$ cat src/rtl/mul_pkg.sv
// Shared definitions for the sequential radix-2^R multiplier: state encoding,
// iteration sizing and the signed-magnitude helper.
package mul_pkg;

    typedef enum logic [1:0] {
        S_IDLE = 2'd0,
        S_BUSY = 2'd1,
        S_DONE = 2'd2
    } state_e;

    function automatic int iter_f(input int bw, input int r);
        return bw / r;
    endfunction

    // One spare bit so the counter can represent ITER itself.
    function automatic int cnt_w_f(input int bw, input int r);
        return $clog2(bw / r) + 1;
    endfunction

    // Magnitude of a bw-bit value; -2^(bw-1) maps to 2^(bw-1), which still fits unsigned.
    function automatic logic [63:0] mag_f(input logic [63:0] v, input int bw, input logic sgn);
        logic [63:0] mask_s;
        mask_s = (64'd1 << bw) - 64'd1;
        if (sgn && v[bw-1]) begin
            return (~v + 64'd1) & mask_s;
        end else begin
            return v & mask_s;
        end
    endfunction

endpackage

$ cat src/rtl/mul_radix_step.sv
// One shift-add step: adds digit*amag, weighted by 2^(idx*R), into the
// 2*BW-bit accumulator; the carry-out is dropped.
module mul_radix_step #(
    parameter int BW = 16,
    parameter int R  = 2,
    parameter int SW = 4
) (
    input  logic [2*BW-1:0] acc,
    input  logic [BW-1:0]   amag,
    input  logic [R-1:0]    digit,
    input  logic [SW-1:0]   idx,
    output logic [2*BW-1:0] acc_next
);

    logic [2*BW-1:0] prod_s;

    // Partial product in full product width, then positioned and accumulated.
    always_comb begin
        prod_s   = {{BW{1'b0}}, amag} * {{(2*BW-R){1'b0}}, digit};
        acc_next = acc + (prod_s << (32'(idx) * R));
    end

endmodule

$ cat src/rtl/mul_seq_radix.sv
// Multi-cycle shift-add multiplier retiring R multiplier bits per cycle, with
// signed/unsigned operands and valid/ready handshakes on both sides.
module mul_seq_radix
    import mul_pkg::*;
#(
    parameter int BW = 16,
    parameter int R  = 2
) (
    input  logic            CLK,
    input  logic            RESET,
    input  logic            in_valid,
    output logic            in_ready,
    input  logic [BW-1:0]   A,
    input  logic [BW-1:0]   B,
    input  logic            is_signed,
    output logic            out_valid,
    input  logic            out_ready,
    output logic [2*BW-1:0] out,
    output logic            busy
);

    localparam int ITER = iter_f(BW, R);
    localparam int CW   = cnt_w_f(BW, R);

    if ((R < 1) || (BW % R != 0)) begin : g_bad_radix
        $error("mul_seq_radix: R must divide BW");
    end
    if (BW > 32) begin : g_bad_width
        $error("mul_seq_radix: BW must not exceed 32");
    end

    state_e          state_r, state_nxt_s;
    logic [BW-1:0]   amag_r, amag_nxt_s;
    logic [BW-1:0]   bsh_r, bsh_nxt_s;
    logic            neg_r, neg_nxt_s;
    logic [2*BW-1:0] acc_r, acc_nxt_s;
    logic [CW-1:0]   cnt_r, cnt_nxt_s;
    logic [2*BW-1:0] out_r, out_nxt_s;
    logic            in_ready_r, out_valid_r, busy_r;
    logic [2*BW-1:0] step_acc_s;
    logic [BW-1:0]   amag_in_s, bmag_in_s;
    logic [63-BW:0]  mag_a_unused_s, mag_b_unused_s;

    assign {mag_a_unused_s, amag_in_s} = mag_f(64'(A), BW, is_signed);
    assign {mag_b_unused_s, bmag_in_s} = mag_f(64'(B), BW, is_signed);

    mul_radix_step #(
        .BW (BW),
        .R  (R),
        .SW (CW)
    ) u_step (
        .acc      (acc_r),
        .amag     (amag_r),
        .digit    (bsh_r[R-1:0]),
        .idx      (cnt_r),
        .acc_next (step_acc_s)
    );

    // Next-state and datapath updates; operands are only looked at in IDLE.
    always_comb begin
        state_nxt_s = state_r;
        amag_nxt_s  = amag_r;
        bsh_nxt_s   = bsh_r;
        neg_nxt_s   = neg_r;
        acc_nxt_s   = acc_r;
        cnt_nxt_s   = cnt_r;
        out_nxt_s   = out_r;
        case (state_r)
            S_IDLE: begin
                if (in_valid) begin
                    amag_nxt_s  = amag_in_s;
                    bsh_nxt_s   = bmag_in_s;
                    neg_nxt_s   = is_signed & (A[BW-1] ^ B[BW-1]);
                    acc_nxt_s   = '0;
                    cnt_nxt_s   = '0;
                    state_nxt_s = S_BUSY;
                end else begin
                    state_nxt_s = S_IDLE;
                end
            end
            S_BUSY: begin
                acc_nxt_s = step_acc_s;
                bsh_nxt_s = bsh_r >> R;
                cnt_nxt_s = cnt_r + CW'(1);
                if (cnt_r == CW'(ITER - 1)) begin
                    out_nxt_s   = neg_r ? ((2*BW)'(0) - step_acc_s) : step_acc_s;
                    state_nxt_s = S_DONE;
                end else begin
                    state_nxt_s = S_BUSY;
                end
            end
            S_DONE: begin
                if (out_ready) begin
                    state_nxt_s = S_IDLE;
                end else begin
                    state_nxt_s = S_DONE;
                end
            end
            default: begin
                state_nxt_s = S_IDLE;
            end
        endcase
    end

    // State, datapath and registered handshake outputs.
    always_ff @(posedge CLK) begin
        if (RESET) begin
            state_r     <= S_IDLE;
            amag_r      <= '0;
            bsh_r       <= '0;
            neg_r       <= 1'b0;
            acc_r       <= '0;
            cnt_r       <= '0;
            out_r       <= '0;
            in_ready_r  <= 1'b1;
            out_valid_r <= 1'b0;
            busy_r      <= 1'b0;
        end else begin
            state_r     <= state_nxt_s;
            amag_r      <= amag_nxt_s;
            bsh_r       <= bsh_nxt_s;
            neg_r       <= neg_nxt_s;
            acc_r       <= acc_nxt_s;
            cnt_r       <= cnt_nxt_s;
            out_r       <= out_nxt_s;
            in_ready_r  <= (state_nxt_s == S_IDLE);
            out_valid_r <= (state_nxt_s == S_DONE);
            busy_r      <= (state_nxt_s == S_BUSY);
        end
    end

    assign in_ready  = in_ready_r;
    assign out_valid = out_valid_r;
    assign busy      = busy_r;
    assign out       = out_r;

endmodule

$ cat config.mk
export PLATFORM = sky130hd
export DESIGN_NAME = mul_seq_radix
export DESIGN_NICKNAME = d
export VERILOG_FILES = /design/src/rtl/mul_pkg.sv /design/src/rtl/mul_radix_step.sv /design/src/rtl/mul_seq_radix.sv
export SDC_FILE = /design/constraint.sdc
export NUM_CORES = 1
export LEC_CHECK = 0
export ABC_AREA = 1
export BUFFER_PORTS_ARGS = -buffer_cell sky130_fd_sc_hd__buf_4
export CORE_MARGIN = 3
export CORE_UTILIZATION = 55
export DETAILED_ROUTE_END_ITERATION = 8
export GPL_TIMING_DRIVEN = 0
export PLACE_DENSITY_LB_ADDON = 0.25
export SKIP_LAST_GASP = 1
export SLEW_MARGIN = 20
export SYNTH_ARGS = -nofsm -noshare
export SYNTH_HDL_FRONTEND = slang
export SYNTH_SLANG_ARGS = --single-unit
$ cat constraint.sdc
create_clock -name CLK -period 7.6 [get_ports CLK]
set_input_delay 0.38 -clock CLK [delete_from_list [all_inputs] [get_ports CLK]]
set_output_delay 0.38 -clock CLK [all_outputs]
set_load 0.02 [all_outputs]
==> flow_metrics.py, run 1 <==
metrics = {
    "outcome": {
        "status": "complete, no violations",
    },
    "setup_path": {
        "cp_max_fo": 10,
        "cp.arrival_ns": 6.28,
        "critical-path-max-stage-delay_ns": 0.41,
        "worst-path-buf-inv": 6,
        "cpMostUsedCell": "nand2_1",
        "cp_top_family": "simple AND/OR/NAND/NOR gates",
        "critPathKind": "flip-flop to flip-flop",
        "cp_data_required_time_ns": 7.87,
        "cp-start-kind": "flip-flop",
        "cpMaxStageDelayCell": "ha_1",
        "end_kind": "flip-flop",
    },
    "final_layout": {
        "num-fill-cells": 1751,
        "area_growth_pct": 11.29,
        "final_cell_mix": "nand2_1, inv_1, nor2_1",
        "finalNetCount": 1880,
        "drive_gt1_share_pct": 8.686,
        "layout_commonest_cell": "nand2_1",
        "diodes": 0,
        "instances_no_fill": 2021,
    },
    "clocking": {
        "cts_tree": "yes",
        "cts.sinks": 106,
        "htree_levels": 3,
        "clock_path_buffers": 2,
        "cts.clk_slew.worst_paths_ns": 0.08,
        "root_buffer": "clkbuf_16",
        "worstSkewPairLatency_ns": 0.36,
        "hold_buffers": 0,
        "cts_resized": 0,
        "cts_buffers": 9,
        "post_cts_buffers": 0,
    },
    "synthesis": {
        "synth_cell_type_count": 49,
        "synth_seq_area_share_pct": 21.55,
        "synth_area_sq_um": 9846,
        "syn_inst": 1710,
        "ys.flop_type": "dfxtp_1",
        "syn_avg_cell_area_sq_um": 5.758,
        "async_reset_ff_share_pct": 0,
        "synth_edf_count": 0,
        "yosysWarnings": 0,
        "ys_ff_latch": 106,
        "syn-num-nets": 1799,
    },
    "floorplanning": {
        "initial_core_util_pct": 56.53,
        "core.rowCount": 48,
        "fp.dieH_microns": 139.8,
        "io_pins": 72,
        "coreArea_sq_um": 17420,
        "die-area_sq_um": 19540,
        "die_x_microns": 139.8,
    },
    "detailed_routing": {
        "drt-pass1-iter-count": 5,
        "vias": 11221,
        "drt-vias-per-instance": 5.552,
        "drt-wirelength-per-cell_microns": 15.42,
        "post-route-drc-count": 0,
        "finalWirelength_microns": 31170,
        "postRouteAntennaNets": 0,
        "drt-initial-drc-count": 1044,
    },
    "global_route": {
        "grt_pass1_wl_microns": 50880,
        "grt_use_met2_pct": 48.70,
        "grt_pass1_vias": 10332,
        "overflow": 0,
        "antenna_found_initial": 0,
        "top_usage_layer": "met2",
        "grt_usage_pct": 31.47,
        "use_met3_pct": 3.883,
        "grt_max_degree": 21,
        "grt.met1_usage_pct": 45.98,
    },
    "sta": {
        "relSlewSlack_pct": 50.19,
        "max_freq_mhz": 166.4,
        "min_period_over_period_pct": 79.06,
        "tightest_slew_ns": 0.7471,
        "rsz0062_at_grt": "no",
        "final.setup.tns_ns": 0,
        "fin_crit_ns": 6.009,
        "slew_violations": 0,
        "hold_viol_final": 0,
        "skew_ns": 0.01392,
        "setup_violations": 0,
        "hold_slack_ns": 0.3065,
        "fin_ws_ns": 1.591,
    },
    "power": {
        "peakVddDrop_mv": 0.1222,
        "powerDensity_nw_per_um2": 142.2,
        "cellLeakagePower_nw": 5.629,
    },
    "worst_hold_path": {
        "worst_hold_path_type": "input port to flip-flop",
    },
    "job": {
        "cap_violations": 0,
    },
    "placed_design": {
        "preCtsSetupSlack_ns": 1.797,
        "dpl.hpwl_microns": 25450,
        "dpl.cell_count": 2005,
        "gp_congestion": 1.021,
        "port_buffers": 70,
    },
}
-- Yosys cell counts, types with 8 or more instances --
master,n,share of area [%]
a21oi_1,116,5.9
a31oi_1,23,1.5
clkbuf_1,48,1.8
dfxtp_1,106,22
ha_1,50,6.4
inv_1,237,9.0
nand2_1,543,21
nand2_2,16,1.0
nand3_1,134,6.8
nand4_1,27,1.7
nor2_1,150,5.7
nor2_4,8,0.92
nor3_1,18,0.92
o21ai_0,102,5.2
o221ai_1,8,0.71
or2_2,11,0.70
xnor2_1,9,0.80
xor2_1,23,2.0
-- through the flow --
stage / power (W) / cell area [sq um] / util, %
finish: 0.001558 / 10960 / 62.91
floorplan: 0.0009407 / 9846 / -
global route: 0.001633 / 10960 / 62.91
global placement: 0.001064 / 10650 / 61.16
detailed placement: 0.001071 / 10650 / 61.16
CTS: 0.001545 / 10960 / 62.91
-- power breakdown --
group | switching [W] | internal [W]
registers | 0.0000177 | 0.000577
logic | 0.000329 | 0.000151
clock network | 0.000240 | 0.000242
total | 0.000587 | 0.000970
-- worst reg2reg max path: cells and delay by family, from the launching register on --
kind	cells	cell delay (ns)
adder cells (fa/ha/maj)	2	0.71
flip-flops	1	0.31
AO/OA/AOI/OAI	5	1.10
AND/OR/NAND/NOR	19	2.77
buffers and inverters	6	1.02
-- registers in the layout, indices dropped and copies added (netlist names) --
signal	flops
bsh_r	16
cnt_r	4
neg_r	1
state_r	2
out_valid	1
busy	1
acc_r	32
out	32
amag_r	16
in_ready	1
-- final cells by class --
type	count	area, sq um	share of cell area (%)
multi-input combinational	1301	6574	60.00
buffer	59	234.0	2.135
timing repair buffer	70	525.5	4.796
clock inverter	6	65.06	0.5938
tap	225	281.5	2.569
sequential	106	2122	19.37
clock buffer	10	239.0	2.181
inverter	244	915.9	8.359
-- final timing paths --
path              startpoint         to  slack, ns  cells after the start
setup / recovery    bsh_r[1]    out[31]       1.59                     32
hold / removal          A[0]  amag_r[0]       0.31                      3
setup reg to reg    bsh_r[1]    out[31]       1.59                     32
hold reg to reg     acc_r[2]   acc_r[2]       0.47                      2
-- logic make-up after synthesis --
kind of cell	Yosys count	synth area share (%)
compound gates	273	15.03
xor+xnor	35	3.342
fa+ha+maj	52	6.761
buf+inv	303	11.68
flops	106	21.55
simple gates	941	41.63
-- per-layer routing --
| layer | vias to the layer above | wire length (microns) |
|---|---|---|
| li1 | 5653 | - |
| met1 | 5071 | 14440 |
| met2 | 454 | 13220 |
| met3 | 43 | 2763 |
| met4 | 0 | 741 |
| met5 | - | 0 |
No activity file was read; power rests on OpenSTA's default activity.
==> run 2, diff against run 1 <==
==> constraint.sdc (replaced) <==
create_clock -name CLK -period 5.3 [get_ports CLK]
set_input_delay 0.265 -clock CLK [delete_from_list [all_inputs] [get_ports CLK]]
set_output_delay 0.265 -clock CLK [all_outputs]
set_load 0.02 [all_outputs]
==> run 2 against run 1 <==
Worst hold slack worse by 0.12 ns; global-route usage hardly changed; cell count is 0.20% higher; register-to-register slack worse by 1.3 ns; sequential power is 44% higher; die area stayed put; fmax is 20% higher; critical path depth is 6 lower; utilization is 2.1 points higher.
==> flow_metrics.py, run 2 (synthesis results as in run 1) <==
metrics = {
    "global_route": {
        "grt_usage_pct": 31.50,
        "grt_max_degree": 21,
        "antenna_found_initial": 0,
        "grt_pass1_wl_microns": 50940,
        "overflow": 0,
        "grt_pass1_vias": 10350,
    },
    "clocking": {
        "worstSkewPairLatency_ns": 0.36,
        "cts_tree": "yes",
        "cts.clk_slew.worst_paths_ns": 0.08,
        "htree_levels": 3,
        "root_buffer": "clkbuf_16",
        "cts.sinks": 106,
        "cts_buffers": 9,
        "clock_path_buffers": 2,
    },
    "placed_design": {
        "port_buffers": 70,
        "gp_congestion": 1.021,
        "dpl.hpwl_microns": 25450,
    },
    "detailed_routing": {
        "drt-wirelength-per-cell_microns": 15.75,
        "post-route-drc-count": 0,
        "drt-vias-per-instance": 5.652,
        "vias": 11445,
        "drt-pass1-iter-count": 6,
        "drt-initial-drc-count": 1166,
        "postRouteAntennaNets": 0,
        "finalWirelength_microns": 31900,
    },
    "worst_hold_path": {
        "worst_hold_path_type": "input port to flip-flop",
        "min_from": "A[0]",
        "whs_path_depth": 3,
    },
    "setup_path": {
        "cp_max_fo": 10,
        "cp_data_required_time_ns": 5.56,
        "r2r-start": "bsh_r[0]",
        "cp.arrival_ns": 5.26,
        "cp-start-kind": "flip-flop",
        "critPathLaunch": "bsh_r[0]",
        "critPathKind": "flip-flop to flip-flop",
        "ff2ff_path_depth": 26,
        "end_kind": "flip-flop",
    },
    "power": {
        "finalPower_w": 0.002282,
        "cellLeakagePower_nw": 5.722,
        "powerDensity_nw_per_um2": 201.6,
        "peakVddDrop_mv": 0.1750,
    },
    "sta": {
        "setup_violations": 0,
        "tightest_slew_ns": 0.7447,
        "fin_crit_ns": 5.001,
        "final.setup.tns_ns": 0,
        "max_freq_mhz": 199.9,
        "slew_violations": 0,
        "relSlewSlack_pct": 50.35,
        "hold_viol_final": 0,
        "min_period_over_period_pct": 94.37,
        "skew_ns": 0.01301,
    },
    "final_layout": {
        "drive_gt1_share_pct": 13.06,
        "multi_input_area_sq_um": 6884,
        "finalNetCount": 1884,
        "num-fill-cells": 1701,
        "diodes": 0,
        "seq_area_sq_um": 2130,
        "final_cell_mix": "nand2_1, inv_1, nor2_1",
        "layout_commonest_cell": "nand2_1",
        "area_growth_pct": 15.01,
    },
    "floorplanning": {
        "coreArea_sq_um": 17420,
        "die_x_microns": 139.8,
        "fp.dieH_microns": 139.8,
        "initial_core_util_pct": 56.53,
        "core.rowCount": 48,
        "io_pins": 72,
        "die-area_sq_um": 19540,
    },
    "outcome": {
        "status": "complete, no violations",
    },
    "job": {
        "cap_violations": 0,
    },
}
run 2: critical path, cell delays in order, from the launching register on:
cell and delay [ns]:
dfxtp_4 0.38, clkbuf_4 0.19, nand2_1 0.07, inv_1 0.04, ha_1 0.36, nand2_2 0.11, a21oi_4 0.21, xor2_1 0.24
o21ai_0 0.14, nand2_1 0.08, o21ai_0 0.20, nor2_1 0.17, ha_1 0.31, nand2_1 0.26, inv_1 0.09, a21oi_1 0.18
nand2_2 0.12, xnor2_1 0.48, nand2_1 0.12, nor2_2 0.18, nand4_2 0.16, nand2_4 0.14, nand2_4 0.08, nor2_4 0.12
xor2_2 0.24, a21o_1 0.15, inv_1 0.05
run 2: report_power, final:
group / switching, W / total [W] / leakage [nW] / internal, W
clock: 0.000343 / 0.000690 / 0.150 / 0.000347
sequential: 0.0000288 / 0.000856 / 0.863 / 0.000827
combinational: 0.000499 / 0.000737 / 4.71 / 0.000238
total: 0.000870 / 0.00228 / 5.72 / 0.00141
run 2: final cells by class:
class / instances / share of cell area [%]
multi-input cells: 1301 / 60.80
inverters: 244 / 8.088
clock buffers: 10 / 2.110
clock inverters: 6 / 0.5746
flip-flops and latches: 106 / 18.81
well taps: 225 / 2.486
plain buffers: 56 / 2.033
repair buffers: 77 / 5.105
run 2: final timing paths:
check / end / slack, ns
max reg2reg: out[23] / 0.30
max: out[23] / 0.30
min reg2reg: acc_r[2] / 0.47
min: amag_r[0] / 0.19
run 2: timing repair:
action,4_1_cts,5_1_grt
gates resized for setup,9,97
hold endpoints to repair,0,0
setup buffers,0,7
pin swaps,0,12
cloned,0,0
endpoints found under the setup margin,13,14
hold buffers,0,0
run 2: metal layers:
| layer | part of all wire [%] | global-route usage, % | vias up |
|---|---|---|---|
| met5 | 0 | 0 | - |
| met4 | 2.2 | 9.230 | 0 |
| met3 | 9.0 | 3.952 | 49 |
| met2 | 43 | 48.72 | 495 |
| met1 | 46 | 45.98 | 5230 |
| li1 | - | - | 5671 |
run 2: per-stage QoR:
step,hold WS [ns],instances,area [sq um],utilization (%),setup slack [ns]
final,0.1909,2025,11320,65.01,0.2986
after global routing,0.1941,2025,11320,65.01,-0.03424
after CTS,0.1868,2019,10970,63.00,0.0002993
after detailed placement,0.4591,2005,10650,61.16,-0.5034
after global placement,0.4551,2005,10650,61.16,-0.4395
after floorplan,0.4188,1710,9846,-,0.8973
